`src/rtl/mux_arb_pkg.sv`:
```
// Shared types and constants for the N:1 arbitrated multiplexor.
package mux_arb_pkg;

    // Selection policy of the multiplexor.
    typedef enum logic [0:0] {
        MODE_SELECT = 1'b0,
        MODE_RR     = 1'b1
    } mux_mode_e;

    // Occupancy of the single-entry output stage.
    typedef enum logic [0:0] {
        EMPTY = 1'b0,
        FULL  = 1'b1
    } out_state_e;

    localparam int DEFAULT_WIDTH    = 16;
    localparam int DEFAULT_CHANNELS = 3;

    // Index that follows idx in a ring of n entries.
    function automatic int unsigned wrap_inc(input int unsigned idx, input int unsigned n);
        if (idx + 32'd1 >= n) begin
            return 32'd0;
        end else begin
            return idx + 32'd1;
        end
    endfunction

endpackage

```
`src/rtl/multiplexor_n_1_arb_rr_arbiter.sv`:
```
// Round-robin search: first requesting channel at or after the pointer,
// wrapping modulo CHANNELS. Purely combinational.
module rr_arbiter
    import mux_arb_pkg::*;
#(
    parameter int CHANNELS = DEFAULT_CHANNELS,
    localparam int SEL_W   = $clog2(CHANNELS)
) (
    input  logic [CHANNELS-1:0] req,
    input  logic [SEL_W-1:0]    pointer,
    output logic [SEL_W-1:0]    grant,
    output logic                grant_valid
);

    logic [SEL_W:0]   sum_s;
    logic [SEL_W-1:0] idx_s;

    // Walk the ring starting at the pointer; the first hit wins.
    always_comb begin
        grant       = {SEL_W{1'b0}};
        grant_valid = 1'b0;
        sum_s       = {(SEL_W+1){1'b0}};
        idx_s       = {SEL_W{1'b0}};
        for (int k = 0; k < CHANNELS; k++) begin
            sum_s = {1'b0, pointer} + (SEL_W+1)'(k);
            if (sum_s >= (SEL_W+1)'(CHANNELS)) begin
                sum_s = sum_s - (SEL_W+1)'(CHANNELS);
            end else begin
                sum_s = sum_s;
            end
            idx_s = sum_s[SEL_W-1:0];
            if (!grant_valid && req[idx_s]) begin
                grant       = idx_s;
                grant_valid = 1'b1;
            end else begin
                grant       = grant;
                grant_valid = grant_valid;
            end
        end
    end

endmodule

```
`src/rtl/multiplexor_n_1_arb.sv`:
```
// N:1 multiplexor with selector-driven or round-robin channel choice and a
// single registered output stage that sustains one word per cycle.
module multiplexor_n_1_arb
    import mux_arb_pkg::*;
#(
    parameter int        WIDTH    = DEFAULT_WIDTH,
    parameter int        CHANNELS = DEFAULT_CHANNELS,
    parameter mux_mode_e MODE     = MODE_SELECT,
    localparam int       SEL_W    = $clog2(CHANNELS)
) (
    input  logic                      clk,
    input  logic                      reset,
    input  logic [CHANNELS*WIDTH-1:0] Data_In,
    input  logic [CHANNELS-1:0]       In_Valid,
    output logic [CHANNELS-1:0]       In_Ready,
    input  logic [SEL_W-1:0]          Selector,
    input  logic                      Enable,
    output logic [WIDTH-1:0]          Data_Out,
    output logic                      Out_Valid,
    input  logic                      Out_Ready,
    output logic [SEL_W-1:0]          Out_Channel,
    output logic [15:0]               Xfer_Count
);

    out_state_e       state_q, state_d;
    logic [WIDTH-1:0] data_q, data_d;
    logic [SEL_W-1:0] chan_q, chan_d;
    logic [15:0]      count_q, count_d;
    logic [SEL_W-1:0] pointer_q, pointer_d;

    logic             sel_in_range_s;
    logic [SEL_W-1:0] cand_s;
    logic             cand_valid_s;
    logic             stage_open_s;
    logic             accept_s;
    logic [SEL_W-1:0] rr_grant_s;
    logic             rr_grant_valid_s;

    // The round-robin search only exists when that policy is selected.
    generate
        if (MODE == MODE_RR) begin : g_rr
            rr_arbiter #(
                .CHANNELS (CHANNELS)
            ) u_rr_arbiter (
                .req         (In_Valid),
                .pointer     (pointer_q),
                .grant       (rr_grant_s),
                .grant_valid (rr_grant_valid_s)
            );
        end else begin : g_no_rr
            assign rr_grant_s       = {SEL_W{1'b0}};
            assign rr_grant_valid_s = 1'b0;
        end
    endgenerate

    // Candidate channel for this cycle under the configured policy.
    always_comb begin
        sel_in_range_s = (32'(Selector) < 32'(CHANNELS));
        cand_s         = {SEL_W{1'b0}};
        cand_valid_s   = 1'b0;
        if (MODE == MODE_RR) begin
            cand_s       = rr_grant_s;
            cand_valid_s = rr_grant_valid_s;
        end else begin
            cand_s = Selector;
            if (sel_in_range_s) begin
                cand_valid_s = In_Valid[Selector];
            end else begin
                cand_valid_s = 1'b0;
            end
        end
    end

    // FSM outputs: stage openness, accept decision and the one-hot accept strobe.
    always_comb begin
        stage_open_s = (state_q == EMPTY) || Out_Ready;
        accept_s     = Enable && cand_valid_s && stage_open_s && !reset;
        In_Ready     = {CHANNELS{1'b0}};
        if (accept_s) begin
            In_Ready[cand_s] = 1'b1;
        end else begin
            In_Ready = {CHANNELS{1'b0}};
        end
    end

    // FSM next state: a new word always lands FULL, a consume without one empties.
    always_comb begin
        state_d = state_q;
        case (state_q)
            EMPTY: begin
                if (accept_s) begin
                    state_d = FULL;
                end else begin
                    state_d = EMPTY;
                end
            end
            FULL: begin
                if (accept_s) begin
                    state_d = FULL;
                end else if (Out_Ready) begin
                    state_d = EMPTY;
                end else begin
                    state_d = FULL;
                end
            end
            default: begin
                state_d = EMPTY;
            end
        endcase
    end

    // Datapath next values: load the chosen word and bump counter/pointer on accept.
    always_comb begin
        data_d    = data_q;
        chan_d    = chan_q;
        count_d   = count_q;
        pointer_d = pointer_q;
        if (accept_s) begin
            data_d  = Data_In[32'(cand_s)*WIDTH +: WIDTH];
            chan_d  = cand_s;
            count_d = count_q + 16'd1;
            if (MODE == MODE_RR) begin
                pointer_d = SEL_W'(wrap_inc(32'(cand_s), 32'(CHANNELS)));
            end else begin
                pointer_d = pointer_q;
            end
        end else begin
            data_d    = data_q;
            chan_d    = chan_q;
            count_d   = count_q;
            pointer_d = pointer_q;
        end
    end

    // State register; reset discards any held word immediately.
    always_ff @(posedge clk or posedge reset) begin
        if (reset) begin
            state_q   <= EMPTY;
            data_q    <= {WIDTH{1'b0}};
            chan_q    <= {SEL_W{1'b0}};
            count_q   <= 16'd0;
            pointer_q <= {SEL_W{1'b0}};
        end else begin
            state_q   <= state_d;
            data_q    <= data_d;
            chan_q    <= chan_d;
            count_q   <= count_d;
            pointer_q <= pointer_d;
        end
    end

    assign Data_Out    = data_q;
    assign Out_Valid   = (state_q == FULL);
    assign Out_Channel = chan_q;
    assign Xfer_Count  = count_q;

endmodule

```
`config.mk`:
```
export PLATFORM = sky130hd
export DESIGN_NAME = multiplexor_n_1_arb
export DESIGN_NICKNAME = d
export VERILOG_FILES = /design/src/rtl/mux_arb_pkg.sv /design/src/rtl/multiplexor_n_1_arb_rr_arbiter.sv /design/src/rtl/multiplexor_n_1_arb.sv
export SDC_FILE = /design/constraint.sdc
export NUM_CORES = 1
export LEC_CHECK = 0
export CORE_ASPECT_RATIO = 1.1
export CORE_MARGIN = 2
export CORE_UTILIZATION = 40
export CTS_BUF_LIST = sky130_fd_sc_hd__clkbuf_8
export DETAILED_ROUTE_END_ITERATION = 8
export DONT_BUFFER_PORTS = 1
export PLACE_DENSITY = 0.5
export SLEW_MARGIN = 15
export SYNTH_ARGS = -nofsm -noshare
export SYNTH_HDL_FRONTEND = slang
export SYNTH_SLANG_ARGS = --single-unit
```
`constraint.sdc`:
```
create_clock -name clk -period 2 [get_ports clk]
set_input_delay 0.4 -clock clk [delete_from_list [all_inputs] [get_ports clk]]
set_output_delay 0.4 -clock clk [all_outputs]
set_load 0.05 [all_outputs]
```
# After elaboration in Yosys (flattened, before gate mapping)
# Index checks and enable logic that the tools add are counted.
# op_classes
n_addsub,1
n_lt_le_gt_ge,3
shifts,1
n_mux,10
n_bitwise,1
reduce_logical,6
# ops
operator,n
variable part select 48 x 7 -> 16 bit,1
adder 16 x 1 -> 16 bit (second input constant),1
two-way mux 1 bit,6
logical AND 1 bit,4
less-than comparator 2 x 3 -> 1 bit (second input constant),1
two-way mux 3 bit,1
binary-select mux 1 bit (select 2 bit),1
demux 1 bit (select 2 bit),1
greater-or-equal comparator 2 x 1 -> 1 bit (second input constant),1
less-than comparator 2 bit (second input constant),1
one-hot mux 1 bit (2 select lines),1
logical NOT 1 bit,1
logical OR 1 bit,1
NOT 1 bit,1
# word_totals
regBits,35
word_cells,26

# Logic depth before layout (Yosys ltp)
# logic_depth
ltp_word,8
depth_mapped,7

# Least setup slack after synthesis
# OpenSTA, ideal clock, no wires.
# synth_path
path_type,register -> output
from,reg state_q (netlist: Out_Valid)
to,out In_Ready[0]
arrival_ns,2.348
path_slack_ns,-0.748
stages_incl_launch_ff,5
path_cell_list,dfrtp_1 -> nor2b_1 -> a211oi_1 -> nand2_1 -> nor3_1
# synth_between
elab_chain_cells,5
# synth_lines
item,line,source
from (decl),multiplexor_n_1_arb.sv:25,"out_state_e state_q, state_d;"
from (signal assigned),multiplexor_n_1_arb.sv:144,state_q <= state_d;
NOT 1 bit,--,
logical OR 1 bit,multiplexor_n_1_arb.sv:76,stage_open_s = (state_q == EMPTY) || Out_Ready;
logical AND 1 bit (2 in series),multiplexor_n_1_arb.sv:77,accept_s = Enable && cand_valid_s && stage_open_s && !reset;
two-way mux 3 bit,multiplexor_n_1_arb.sv:79,if (accept_s) begin
to (decl),multiplexor_n_1_arb.sv:15,"output logic [CHANNELS-1:0] In_Ready,"
# Every way passes these cells.

# Worst setup path after layout
# layout_path
from,reg state_q (netlist: Out_Valid)
to,out In_Ready[1]
# The elaborated chain is that of the path after synthesis.

==> reports/metrics.csv <==
stage,metric,value,unit
outcome,status,completed,
timing,minimum clock period,1951,ps
layout,n_diodes,0,
synth,top cell type's share of synthesized area,46.82,%
synth,Cells after Synth,177,
layout,fin util,49.81,%
synth,"top cells by area, synth","dfrtp_1 47%, mux2i_1 9.1%, xnor2_1 7.0%",
synth,syn avg cell area,10.57,um^2
placed_design,placer congestion estimate,0.7614,
synth,Synth cell types,28,
synth,"count leader, synth",dfrtp_1,
detailed_routing,vias,1436,
clock_tree,CTS root buffer,clkbuf_8,
synth,sequential cell area fraction in the yosys report,46.82,%
die,die area,5240,um^2
timing,fmax,0.5125,GHz
min_path,hold crit path type,input pin to asynchronous set/reset pin,
clock_tree,Max Buffers Root-to-Sink,2,
die,std cell rows,26,
setup_path,"CP delay by family, top",simple AND/OR/NAND/NOR gates,
power,Leak,1.038,nW
placed_design,DP Worst Slack,187.3,ps
detailed_routing,DRT iter0 DRCs,70,
setup_path,Max stage delay on crit path,400,ps
setup_path,buffers and inverters on the worst path,1,
clock_tree,CTS buffer count,5,
placed_design,HPWL after DPL,3346,um
power,power density cells,1030,nW/um^2
global_routing,global-route wire length before repair,6893,um
layout,Nets,259,
global_routing,vias in the first global route,1395,
placed_design,I/O Buffers,0,
synth,Post-synth EDFFs,0,
synth,Syn Nets,235,
global_routing,GRT Total Usage,17.21,%
setup_path,Crit Path Class,flip-flop to output pin,
detailed_routing,Vias/cell,5.566,
synth,Post-synth top flop,dfrtp_1,
clock_tree,Hold Buf Count CTS,0,
timing,PnR worst setup slack,48.68,ps
die,I/O pins,95,
global_routing,initial antenna violation count,0,
clock_tree,CTS H-Tree Depth,2,
timing,Least-Margin Pin Slew,494.5,ps
die,Core ar.,4587,um^2
setup_path,crit-path cells,nor2b_4 > a211oi_4 > buf_4 > and3_4,
timing,Final Cycle Share,97.57,%
detailed_routing,routed len/inst,17.55,um
die,width of the chip,69.20,um
setup_path,"Req. time, crit path",1600,ps
timing,"Hold Vio Cnt, Final",0,
synth,Commonest cells post-synth,"35 x dfrtp_1, 19 x nand2_1, 17 x mux2i_1",
job,max cap viols,0,
detailed_routing,Pre-Repair DR Iteration Count,4,
synth,Synth async-reset ratio,100.0,%
layout,layout cells sized above 1,25.25,%
detailed_routing,routed wire length,4528,um
timing,Finish-stage setup viols,0,
synth,Synth area leader,dfrtp_1,
setup_path,Crit. End Element,output pin,
global_routing,global route overflow,0,
setup_path,slowest cell on the critical path,dfrtp_2,
power,Max VDD drop,0.5529,mV
layout,Non-Filler Instances,258,
setup_path,critical path startpoint category,flip-flop,
clock_tree,CTS Sinks,35,
synth,mapped cell area,1871,um^2
detailed_routing,Antenna Nets Post-Route,0,
die,Starting Density,40.78,%
layout,Area Growth Syn to Fin,22.14,%
die,Die Y,75.72,um
synth,Syn. warnings,0,
setup_path,Worst EP arrival,1550,ps
timing,Worst slew margin,67.04,%
detailed_routing,residual DRC count,0,
setup_path,Max Fanout on Critical Path,3,
synth,"flops & latches, synth",35,
clock_tree,"Clk pin slew, worst setup/hold paths",70,ps
global_routing,largest net degree at the start of global routing,36,
timing,Worst Skew,2.396,ps
placed_design,cell total after placement,248,
clock_tree,clock tree from TritonCTS,built,
timing,"Slew Viols, Final",0,
clock_tree,Skew-Pair Late Insertion Delay,280,ps
==> placed cells by master, fill, tap and decap left out, types with 5 or more instances in the layout <==
cell	Yosys	layout
buf_4	1	25
nand2_1	19	18
xnor2_1	15	15
inv_1	4	5
nand4_1	7	7
dfrtp_1	35	34
nand3_1	10	10
clkbuf_8	0	7
mux2i_1	17	17
and3_1	6	5
mux2_2	7	7
o21ai_0	15	15
mux2_1	10	10
==> cells by family after synthesis <==
family	Yosys count	share of synthesized area [%]
AND/OR/NAND/NOR	56	15.18
flip-flops	35	46.82
multiplexers	34	19.33
AO/OA/AOI/OAI	21	7.157
XOR/XNOR	15	7.024
buffers and inverters	15	3.812
adder cells (fa/ha/maj)	1	0.6688
==> metal layers <==
| layer | vias to the layer above | global-route usage [%] | routed length [um] |
|---|---|---|---|
| li1 | 668 | - | - |
| met1 | 688 | 19.27 | 1708 |
| met2 | 74 | 30.88 | 2374 |
| met3 | 6 | 6.085 | 390 |
| met4 | 0 | 6.318 | 55 |
| met5 | - | 0 | 0 |
==> state kept, by name (all words and copies together), names as in the netlist <==
signal	cells
Out_Channel	2
Out_Valid	1
Xfer_Count	16
Data_Out	16
==> power by group <==
| part | internal, mW | switching [mW] |
|---|---|---|
| sequential | 0.841 | 0.471 |
| combinational | 0.200 | 0.291 |
| clock | 0.309 | 0.242 |
==> per-stage QoR <==
step / setup TNS [ps] / total power [mW] / hold WS [ps] / cell area [um^2]
4_1_cts: 0 / 2.390 / 112.6 / 2270
6_report: 0 / 2.353 / 107.3 / 2285
3_3_place_gp: 0 / 1.788 / 417.7 / 2155
2_1_floorplan: 0 / 1.669 / 554.2 / 1908
5_1_grt: -8.008 / 2.479 / 126.1 / 2285
3_5_place_dp: 0 / 1.820 / 427.3 / 2155
==> worst reg2reg max path: stages, from the launching register on <==
cell      delay (ps)
dfrtp_2          400
nor2b_4          140
a211oi_4         270
buf_4            170
buf_4            100
and2_1           180
buf_4            160
mux2_2           340
==> layout make-up <==
cell class              count  area [um^2]
clock buffers               7        96.34
well taps                  56        70.07
clock inverters             1        3.754
inverters                   4        15.01
repair buffers             28        247.7
multi-input cells         127        974.7
flip-flops and latches     35        877.1
fillers                   412         2302
==> final timing paths <==
check                                           startpoint                          to  slack [ps]  cells after the start
worst max-delay path                   Out_Valid$_DFF_PP0_                 In_Ready[1]          50                      4
worst min-delay path                                 reset   Xfer_Count[7]$_DFFE_PP0P_         110                      2
worst max register to register         Out_Valid$_DFF_PP0_    Data_Out[14]$_DFFE_PP0P_         120                      7
worst min register to register  Xfer_Count[12]$_DFFE_PP0P_  Xfer_Count[12]$_DFFE_PP0P_         530                      1
max in group asynchronous                            reset         Out_Valid$_DFF_PP0_        1550                      2
min in group clk                                 Out_Ready         Out_Valid$_DFF_PP0_         310                      2
==> what timing repair did <==
| item | CTS | global route |
|---|---|---|
| gates resized for setup | 0 | 3 |
| endpoints found under the hold margin | 0 | 0 |
| pin swaps | 3 | 2 |
| setup endpoints to repair | 2 | 8 |
| setup buffers | 2 | 0 |
Note: power is estimated with default switching activity, not from simulation.
